[src/rtl/rtdf_feed_watchdog_if.sv]
// Purpose: groups the watchdog's processor/controller-facing signals into one bundle.
// Latency: n/a (wiring only).
// Backpressure: none; all signals are level or single-cycle strobes.
interface rtdf_feed_watchdog_if #(
  parameter int TRIP_WIDTH = 8
);
  // Processor-side observations and manual control
  logic                  enable;
  logic                  proc_in_packet;
  logic                  rx_fifo_rd_req;
  logic                  force_flush;
  // Recovery controls and status
  logic                  halt;
  logic                  proc_reset;
  logic                  recovering;
  logic                  tripped;
  logic [TRIP_WIDTH-1:0] trip_count;

  // Side that observes the processor and consumes recovery controls
  modport master (
    output enable,
    output proc_in_packet,
    output rx_fifo_rd_req,
    output force_flush,
    input  halt,
    input  proc_reset,
    input  recovering,
    input  tripped,
    input  trip_count
  );

  // The watchdog itself
  modport slave (
    input  enable,
    input  proc_in_packet,
    input  rx_fifo_rd_req,
    input  force_flush,
    output halt,
    output proc_reset,
    output recovering,
    output tripped,
    output trip_count
  );
endinterface

[src/rtl/rtdf_feed_watchdog.sv]
// Purpose: detects a mid-packet RX-FIFO read stall and sequences halt -> processor reset -> settle -> release.
// Latency: halt rises TIMEOUT_CYCLES idle cycles after arming, or one edge after force_flush; all outputs registered.
// Backpressure: none; inputs are ignored for the whole recovery, which only reset can abort.
module rtdf_feed_watchdog #(
  parameter int TIMEOUT_CYCLES = 65536,
  parameter int HALT_CYCLES    = 16,
  parameter int RESET_CYCLES   = 8,
  parameter int SETTLE_CYCLES  = 8,
  parameter int TRIP_WIDTH     = 8
) (
  input  logic                   clk,
  input  logic                   reset,
  rtdf_feed_watchdog_if.slave    wd
);

  // Idle timer only has to reach TIMEOUT_CYCLES-1: the trip fires on that count, so it never wraps.
  localparam int TMR_W  = (TIMEOUT_CYCLES > 2) ? $clog2(TIMEOUT_CYCLES) : 1;
  localparam int MAX_HR = (HALT_CYCLES > RESET_CYCLES) ? HALT_CYCLES : RESET_CYCLES;
  localparam int MAX_PH = (MAX_HR > SETTLE_CYCLES) ? MAX_HR : SETTLE_CYCLES;
  localparam int PH_W   = $clog2(MAX_PH) + 1;

  localparam logic [TMR_W-1:0] TMR_LAST    = TMR_W'(TIMEOUT_CYCLES - 1);
  localparam logic [PH_W-1:0]  HALT_LAST   = PH_W'(HALT_CYCLES - 1);
  localparam logic [PH_W-1:0]  RESET_LAST  = PH_W'(RESET_CYCLES - 1);
  localparam logic [PH_W-1:0]  SETTLE_LAST = PH_W'(SETTLE_CYCLES - 1);

  typedef enum logic [2:0] {
    ST_WATCH  = 3'd0,
    ST_ARMED  = 3'd1,
    ST_HALT   = 3'd2,
    ST_FLUSH  = 3'd3,
    ST_SETTLE = 3'd4
  } state_e;

  state_e                state_q, state_d;
  logic [TMR_W-1:0]      timer_q, timer_d;
  logic [PH_W-1:0]       phase_q, phase_d;
  logic                  halt_q, halt_d;
  logic                  proc_reset_q, proc_reset_d;
  logic                  recovering_q, recovering_d;
  logic                  tripped_q, tripped_d;
  logic [TRIP_WIDTH-1:0] trip_count_q, trip_count_d;
  logic                  start_rec;
  logic                  live;

  assign live = wd.enable & wd.proc_in_packet;

  // Next-state, idle timer, phase counter and registered-output decode
  always_comb begin
    state_d      = state_q;
    timer_d      = timer_q;
    phase_d      = phase_q;
    trip_count_d = trip_count_q;
    tripped_d    = 1'b0;
    start_rec    = 1'b0;

    case (state_q)
      ST_WATCH: begin
        timer_d = '0;
        if (wd.force_flush) begin
          start_rec = 1'b1;
        end else if (live) begin
          state_d = ST_ARMED;
        end
      end

      ST_ARMED: begin
        // Manual flush beats exit and activity; activity beats the terminal count.
        if (wd.force_flush) begin
          start_rec = 1'b1;
        end else if (!live) begin
          state_d = ST_WATCH;
          timer_d = '0;
        end else if (wd.rx_fifo_rd_req) begin
          timer_d = '0;
        end else if (timer_q == TMR_LAST) begin
          start_rec = 1'b1;
        end else begin
          timer_d = timer_q + TMR_W'(1);
        end
      end

      ST_HALT: begin
        if (phase_q == HALT_LAST) begin
          state_d = ST_FLUSH;
          phase_d = '0;
        end else begin
          phase_d = phase_q + PH_W'(1);
        end
      end

      ST_FLUSH: begin
        if (phase_q == RESET_LAST) begin
          state_d = ST_SETTLE;
          phase_d = '0;
        end else begin
          phase_d = phase_q + PH_W'(1);
        end
      end

      ST_SETTLE: begin
        if (phase_q == SETTLE_LAST) begin
          state_d = ST_WATCH;
          phase_d = '0;
        end else begin
          phase_d = phase_q + PH_W'(1);
        end
      end

      default: begin
        state_d = ST_WATCH;
        timer_d = '0;
        phase_d = '0;
      end
    endcase

    if (start_rec) begin
      state_d   = ST_HALT;
      timer_d   = '0;
      phase_d   = '0;
      tripped_d = 1'b1;
      if (trip_count_q != {TRIP_WIDTH{1'b1}}) begin
        trip_count_d = trip_count_q + TRIP_WIDTH'(1);
      end
    end

    // Outputs are decoded from the next state so they are flops aligned with the state register.
    halt_d       = (state_d == ST_HALT) || (state_d == ST_FLUSH) || (state_d == ST_SETTLE);
    recovering_d = halt_d;
    proc_reset_d = (state_d == ST_FLUSH);
  end

  // State, counters and outputs; synchronous reset returns everything to idle on the next edge
  always_ff @(posedge clk) begin
    if (reset) begin
      state_q      <= ST_WATCH;
      timer_q      <= '0;
      phase_q      <= '0;
      halt_q       <= 1'b0;
      proc_reset_q <= 1'b0;
      recovering_q <= 1'b0;
      tripped_q    <= 1'b0;
      trip_count_q <= '0;
    end else begin
      state_q      <= state_d;
      timer_q      <= timer_d;
      phase_q      <= phase_d;
      halt_q       <= halt_d;
      proc_reset_q <= proc_reset_d;
      recovering_q <= recovering_d;
      tripped_q    <= tripped_d;
      trip_count_q <= trip_count_d;
    end
  end

  assign wd.halt       = halt_q;
  assign wd.proc_reset = proc_reset_q;
  assign wd.recovering = recovering_q;
  assign wd.tripped    = tripped_q;
  assign wd.trip_count = trip_count_q;

endmodule
[src/flat_wrapper.sv]
// flat-port wrapper written by rule: the top's interface ports become plain ports
module rtdf_feed_watchdog_flat 
#(
  parameter int TIMEOUT_CYCLES = 65536,
  parameter int HALT_CYCLES    = 16,
  parameter int RESET_CYCLES   = 8,
  parameter int SETTLE_CYCLES  = 8,
  parameter int TRIP_WIDTH     = 8
)
  (clk, reset, wd_enable, wd_proc_in_packet, wd_rx_fifo_rd_req, wd_force_flush, wd_halt, wd_proc_reset, wd_recovering, wd_tripped, wd_trip_count);
  rtdf_feed_watchdog_if #(.TRIP_WIDTH(TRIP_WIDTH)) wd_i ();
  input  logic clk;
  input  logic reset;
  input wire logic [$bits(wd_i.enable)-1:0] wd_enable;
  input wire logic [$bits(wd_i.proc_in_packet)-1:0] wd_proc_in_packet;
  input wire logic [$bits(wd_i.rx_fifo_rd_req)-1:0] wd_rx_fifo_rd_req;
  input wire logic [$bits(wd_i.force_flush)-1:0] wd_force_flush;
  output wire logic [$bits(wd_i.halt)-1:0] wd_halt;
  output wire logic [$bits(wd_i.proc_reset)-1:0] wd_proc_reset;
  output wire logic [$bits(wd_i.recovering)-1:0] wd_recovering;
  output wire logic [$bits(wd_i.tripped)-1:0] wd_tripped;
  output wire logic [$bits(wd_i.trip_count)-1:0] wd_trip_count;
  assign wd_i.enable = wd_enable;
  assign wd_i.proc_in_packet = wd_proc_in_packet;
  assign wd_i.rx_fifo_rd_req = wd_rx_fifo_rd_req;
  assign wd_i.force_flush = wd_force_flush;
  assign wd_halt = wd_i.halt;
  assign wd_proc_reset = wd_i.proc_reset;
  assign wd_recovering = wd_i.recovering;
  assign wd_tripped = wd_i.tripped;
  assign wd_trip_count = wd_i.trip_count;
  rtdf_feed_watchdog #(.TIMEOUT_CYCLES(TIMEOUT_CYCLES), .HALT_CYCLES(HALT_CYCLES), .RESET_CYCLES(RESET_CYCLES), .SETTLE_CYCLES(SETTLE_CYCLES), .TRIP_WIDTH(TRIP_WIDTH)) u_core (.clk(clk), .reset(reset), .wd(wd_i));
endmodule
[config.mk]
export PLATFORM = sky130hd
export DESIGN_NAME = rtdf_feed_watchdog_flat
export DESIGN_NICKNAME = d
export VERILOG_FILES = /design/src/rtl/rtdf_feed_watchdog_if.sv /design/src/rtl/rtdf_feed_watchdog.sv /design/src/flat_wrapper.sv
export SDC_FILE = /design/constraint.sdc
export NUM_CORES = 1
export LEC_CHECK = 0
export ABC_AREA = 1
export CAP_MARGIN = 20
export CORE_MARGIN = 5
export CORE_UTILIZATION = 52
export DETAILED_ROUTE_END_ITERATION = 16
export PLACE_DENSITY = 0.78
export REMOVE_ABC_BUFFERS = 1
export SETUP_SLACK_MARGIN = 0.05
export SYNTH_ARGS = -nofsm -noshare
export SYNTH_HDL_FRONTEND = slang
export SYNTH_SLANG_ARGS = --single-unit
export TNS_END_PERCENT = 50
[constraint.sdc]
create_clock -name clk -period 2.4 [get_ports clk]
set_input_delay 0.48 -clock clk [delete_from_list [all_inputs] [get_ports clk]]
set_output_delay 0.48 -clock clk [all_outputs]
set_load 0.1 [all_outputs]
==> results.txt, run 1 <==
Final Skew -> 0.007195 ns
Max Clk Rate -> 0.5264 GHz
Net Switching -> 0.0004322 W
Core ar. -> 3971 µm²
ant diodes -> 0
first-pass GRT wire length -> 8245 µm
status -> complete, no violations
initial antenna violation count -> 0
top cells by area, synth -> dfxtp_1, nand2_1, nand3_1, nor2_1, inv_1
grt total ovfl -> 0
CP Cell Sequence -> ha_1 -> nand2_2 -> nor2_2 -> nand2_2 -> nor2_4 -> nand3_4 -> nand3_2 -> nor2_1 -> inv_2 -> nor2_1
die area -> 5458 µm²
area grow syn2layout -> 12.50%
Critical Path AT -> 2.07 ns
Final Hold Vio Count -> 0
Row Count -> 23
Final #Nets -> 352
sequential share of power -> 47.4%
Yosys Warn Count -> 0
hold bufs inserted after CTS -> 0
area leader, netlist -> dfxtp_1
boundary pin count -> 18
CP max-delay cell -> dfxtp_1
drt wl/cell -> 11.83 µm
Req. time, crit path -> 2.57 ns
routability congestion estimate -> 0.9036
Setup CP Type -> flop to flop
most used flip-flop cell after synthesis -> dfxtp_1
CP startpoint kind -> flop
Vias/cell -> 5.296
CTS clk-pin slew, worst paths -> 0.08 ns
Leakage Power -> 0.9410 nW
RSZ-0062 raised after global routing -> no
sequential fraction of the synthesis area -> 33.02%
setup_tns -> 0 ns
Starting Density -> 53.43%
Hold Worst Slack -> 0.5008 ns
Post-DRT Antenna Nets -> 0
CTS root buf -> clkbuf_8
Max-cap violations -> 0
die width -> 73.88 µm
gate family responsible for the most delay along the worst path -> simple AND/OR/NAND/NOR gates
Worst Max-Slew Pin Slew -> 0.5189 ns
Peak VDD IR -> 647.1 µV
Int Pwr -> 0.0008579 W
Mapped Area -> 2122 µm²
CP Buf/Inv Count -> 1
count leader, synth -> nand2_1
htree depth -> 2
Comb pwr share -> 19.3%
Resized cells post-CTS -> 0
# port buffers -> 17
WL final -> 4637 µm
largest net degree at the start of global routing -> 19
router iterations before antenna repair -> 4
drt drc -> 0
CP max FO -> 18
Mean Syn Cell Area -> 6.631 µm²
layout cells sized above 1 -> 13.16%
worst hold path class -> flop to flop
Chip Height -> 73.88 µm
Setup violations, final -> 0
Netlist cell types -> 35
final slew viol count -> 0
Sw Share -> 33.50%
vias in the first global route -> 1890
Clk Latency, worst-skew pair -> 0.29 ns
Post-Synthesis Cells -> 320
routed vias -> 2076
number of fill cells in the layout -> 417
gr usage total -> 19.15%
Post-synth EDFFs -> 0
CTS tree -> built
Synth async-reset ratio -> 0%
period utilization -> 79.15%
Detailed Place HPWL -> 3352 µm
number of setup buffers added after CTS -> 0
crit path capture type -> flop
Synth top cells by count -> nand2_1, nor2_1, dfxtp_1, nand3_1, inv_1
Clock Tree Buf Depth -> 2
top-area cell type share of the netlist area -> 33.02%
Tmin final -> 1.900 ns
Cell Pwr Density -> 540.4 nW/µm²
CP max stage delay -> 0.39 ns
clk sinks -> 35
#FFs+latches synth -> 35
Num CTS Buffers -> 5
initial DRC count -> 201
clock group share of total power -> 33.3%
Slew HR -> 65.14%
[power groups by stage]
| stage | Sequential (W) | Clock, W | Combinational (W) |
|---|---|---|---|
| 4_1_cts | 0.000611 | 0.000445 | 0.000249 |
| 3_3_place_gp | 0.000624 | 0 | 0.000244 |
| 6_report | 0.000611 | 0.000430 | 0.000249 |
| 5_1_grt | 0.000614 | 0.000472 | 0.000270 |
| 3_5_place_dp | 0.000624 | 0 | 0.000246 |
| 2_1_floorplan | 0.000701 | 0 | 0.000101 |
[cell families (layout without fill, tap and decap cells)]
| kind of cell | count (synthesis) | after routing | synth area share, % |
|---|---|---|---|
| AOI/OAI and AO/OA | 35 | 35 | 9.257 |
| xor gates and xnor gates | 7 | 7 | 2.889 |
| adders and majority gates | 5 | 5 | 2.948 |
| buffers and inverters | 43 | 65 | 9.079 |
| DFF | 35 | 35 | 33.02 |
| muxes | 1 | 1 | 0.4717 |
| and+or+nand+nor | 194 | 194 | 42.34 |
[layout make-up]
| cell class | count | area (µm²) | area share, % |
|---|---|---|---|
| multi-input combinational | 242 | 1229 | 51.47 |
| sequential | 35 | 700.7 | 29.35 |
| timing repair buffer | 21 | 170.2 | 7.128 |
| inverter | 36 | 136.4 | 5.713 |
| clock buffer | 5 | 68.82 | 2.883 |
| tap | 50 | 62.56 | 2.621 |
| clock inverter | 3 | 20.02 | 0.8386 |
[placed cells by master (no fill, tap or decap), types with 3 or more instances in the layout]
cell type	count
ha_1	5
inv_1	31
buf_4	16
clkdlybuf4s50_1	5
a21oi_1	20
a22oi_1	3
nand2_1	82
nor2_1	44
inv_2	3
o21ai_1	5
xor2_1	5
o21bai_1	3
clkbuf_8	5
nand3_1	35
dfxtp_1	35
nor3_1	10
nand2_2	4
nand4_1	3
nor2_4	3
[flip-flops by register name (all words and copies together) (netlist names)]
register              count
u_core.wd.halt            1
u_core.wd.proc_reset      1
u_core.wd.tripped         1
u_core.timer_q           16
u_core.wd.trip_count      8
u_core.phase_q            5
u_core.state_q            3
[worst min-delay path, cell delays in order (launching register included)]
cell and delay, ns:
dfxtp_1 0.33, nand2_1 0.07, a21oi_1 0.06
[routing by layer]
layer	up-vias	global-route usage (%)	wire length, µm
met2	50	30.31	2146
met4	0	6.036	70
met5	-	0	0
li1	1073	-	-
met3	8	4.651	218
met1	945	25.52	2202
[through the flow]
stage | setup slack, ns | power, W | utilization (%) | area, µm² | std cells
after floorplan | 0.1732 | 0.0008014 | - | 2066 | 313
after detailed placement | 0.3843 | 0.0008699 | 57.88 | 2298 | 384
final | 0.5004 | 0.001290 | 60.11 | 2387 | 392
after global placement | 0.3954 | 0.0008676 | 57.88 | 2298 | 384
after CTS | 0.5110 | 0.001305 | 60.11 | 2387 | 392
after global routing | 0.3279 | 0.001356 | 60.11 | 2387 | 392
[final timing paths]
kind                                          from                  to  slack (ns)  depth (start not counted)
worst min register to register  u_core.timer_q[15]  u_core.timer_q[15]        0.50                          2
worst max register to register   u_core.timer_q[1]   u_core.phase_q[4]        0.50                         10
worst max-delay path             u_core.timer_q[1]   u_core.phase_q[4]        0.50                         10
worst min-delay path            u_core.timer_q[15]  u_core.timer_q[15]        0.50                          2
No activity file was read; power rests on OpenSTA's default activity.
==> inputs of run 2 (changes only) <==
Clock period 2.4 ns to 1.89 ns, I/O delays scaled along.
==> run 2 against run 1 <==
  * Sequential power grew 27%
  * Non-clock buffer count grew 9
  * Clock skew shrank 0.0045 ns
  * Clock power grew 38%
  * Critical path depth is the same
  * Via count grew 1.9%
  * Sequential share of layout area shrank 2.2 points
  * Final cell count grew 2.3%
  * Power grew 34%
  * Highest routed layer unchanged
==> results.txt, run 2 (synthesis gave the netlist of run 1 again) <==
Clock Tree Buf Depth -> 2
Setup CP Type -> flop to flop
WL met3 -> 269 µm
gr usage total -> 20.52%
Final Hold Vio Count -> 0
CTS root buf -> clkbuf_8
final slew viol count -> 0
CP Buf/Inv Count -> 1
post-placement cell area -> 2479 µm²
Tmin final -> 1.753 ns
crit path capture type -> flop
first-pass GRT wire length -> 8659 µm
CP max-delay cell -> dfxtp_1
CTS clk-pin slew, worst paths -> 0.07 ns
worst hold path class -> flop to flop
gate family responsible for the most delay along the worst path -> simple AND/OR/NAND/NOR gates
Req. time, crit path -> 2.05 ns
Row Count -> 23
grt total ovfl -> 0
initial antenna violation count -> 0
die width -> 73.88 µm
CTS tree -> built
clk sinks -> 35
Peak VDD IR -> 669.6 µV
vias in the first global route -> 1985
layout cells sized above 1 -> 15.38%
WL final -> 5026 µm
htree depth -> 2
Core ar. -> 3971 µm²
metal2 WL -> 2471 µm
Leakage Power -> 1.024 nW
boundary pin count -> 18
Post-DRT Antenna Nets -> 0
CP startpoint kind -> flop
Non-Filler Instances -> 401
Top reg by flops -> u_core.timer_q
Starting Density -> 53.43%
hold bufs inserted after CTS -> 0
router iterations before antenna repair -> 4
cell area after layout -> 2581 µm²
Critical Path AT -> 1.92 ns
commonest cells after routing, fill and taps aside -> nand2_1, nor2_1, nand3_1, dfxtp_1, inv_1
Final #Nets -> 361
Max Clk Rate -> 0.5706 GHz
Slew HR -> 72.19%
Top cell by count, worst path -> nand2_2
period utilization -> 92.73%
RSZ-0062 raised after global routing -> yes
largest net degree at the start of global routing -> 19
commonest non-fill, non-tap cell in the layout -> nand2_1
Clk Latency, worst-skew pair -> 0.29 ns
Detailed Place HPWL -> 3728 µm
area grow syn2layout -> 21.64%
routed vias -> 2116
die area -> 5458 µm²
ant diodes -> 0
CP max FO -> 18
Vias/cell -> 5.277
Final Skew -> 0.002706 ns
met1 WL -> 2233 µm
placed insts -> 393
Hold Worst Slack -> 0.5100 ns
drt drc -> 0
status -> complete, no violations
Chip Height -> 73.88 µm
Setup violations, final -> 0
CP Cell Sequence -> ha_2 -> nand2_2 -> nor2_2 -> nand2_2 -> nor2_4 -> nand3_4 -> nand3_2 -> nor2_1 -> inv_2 -> a21oi_1
# port buffers -> 17
drt wl/cell -> 12.53 µm
uppermost layer routed -> met4
Max-cap violations -> 0
Num CTS Buffers -> 5
max reg flops -> 16
routability congestion estimate -> 0.8282
Cell Pwr Density -> 668.4 nW/µm²
CP max stage delay -> 0.36 ns
initial DRC count -> 193
Worst Max-Slew Pin Slew -> 0.4144 ns
[run 2: cell count changes in the layout (fill, tap and decap cells not counted), sizes merged]
| cell | before | now |
|---|---|---|
| buf | 16 | 25 |
| clkbuf | 5 | 8 |
| clkinvlp | 2 | 0 |
| clkinv | 3 | 2 |
[run 2: final cells by class]
class | instances | area [µm²]
Multi-Input combinational cell | 242 | 1231
Clock buffer | 8 | 100.1
Fill cell | 360 | 1390
Timing Repair Buffer | 30 | 350.3
Inverter | 36 | 136.4
Sequential cell | 35 | 700.7
Tap cell | 50 | 62.56
[run 2: layer usage]
metal  vias to the layer above  GRT usage [%]
met5                         -              0
met4                         0          9.054
met3                         4          4.514
met2                        70          33.86
met1                       954          25.39
li1                       1088              -
[run 2: worst min-delay path: cells and delay by family, from the launching register on]
kind	cells	cell delay, ns
simple gates	1	0.07
compound gates	1	0.06
flops	1	0.34
[run 2: metrics by stage]
stage | utilization [%] | worst slack [ns] | total power, W | TNS, ns
after global placement | 62.41 | 0.08538 | 0.001140 | 0
after CTS | 64.93 | 0.1235 | 0.001740 | 0
after detailed placement | 62.41 | 0.03420 | 0.001144 | 0
after global routing | 65.00 | -0.009084 | 0.001805 | -0.01550
final | 65.00 | 0.1374 | 0.001725 | 0
after floorplan | - | -0.3368 | 0.001018 | -2.433
[run 2: report_power, final]
part | total [W] | internal (W) | switching [W]
combinational | 0.000354 | 0.000109 | 0.000245
sequential | 0.000777 | 0.000757 | 0.0000200
clock | 0.000595 | 0.000332 | 0.000263
[run 2: timing repair]
action / 4_1_cts / 5_1_grt
endpoints found under the setup margin: 0 / 24
buffers inserted: 0 / 0
resized for setup: 0 / 1
hold endpoints to repair: 0 / 0
[run 2: worst paths after layout]
check | startpoint | endpoint | slack [ns] | cells past startpoint
worst max-delay path | u_core.timer_q[0] | u_core.timer_q[4] | 0.14 | 10
worst min-delay path | u_core.timer_q[15] | u_core.timer_q[15] | 0.51 | 2
worst min register to register | u_core.timer_q[15] | u_core.timer_q[15] | 0.51 | 2
worst max register to register | u_core.timer_q[0] | u_core.timer_q[4] | 0.14 | 10
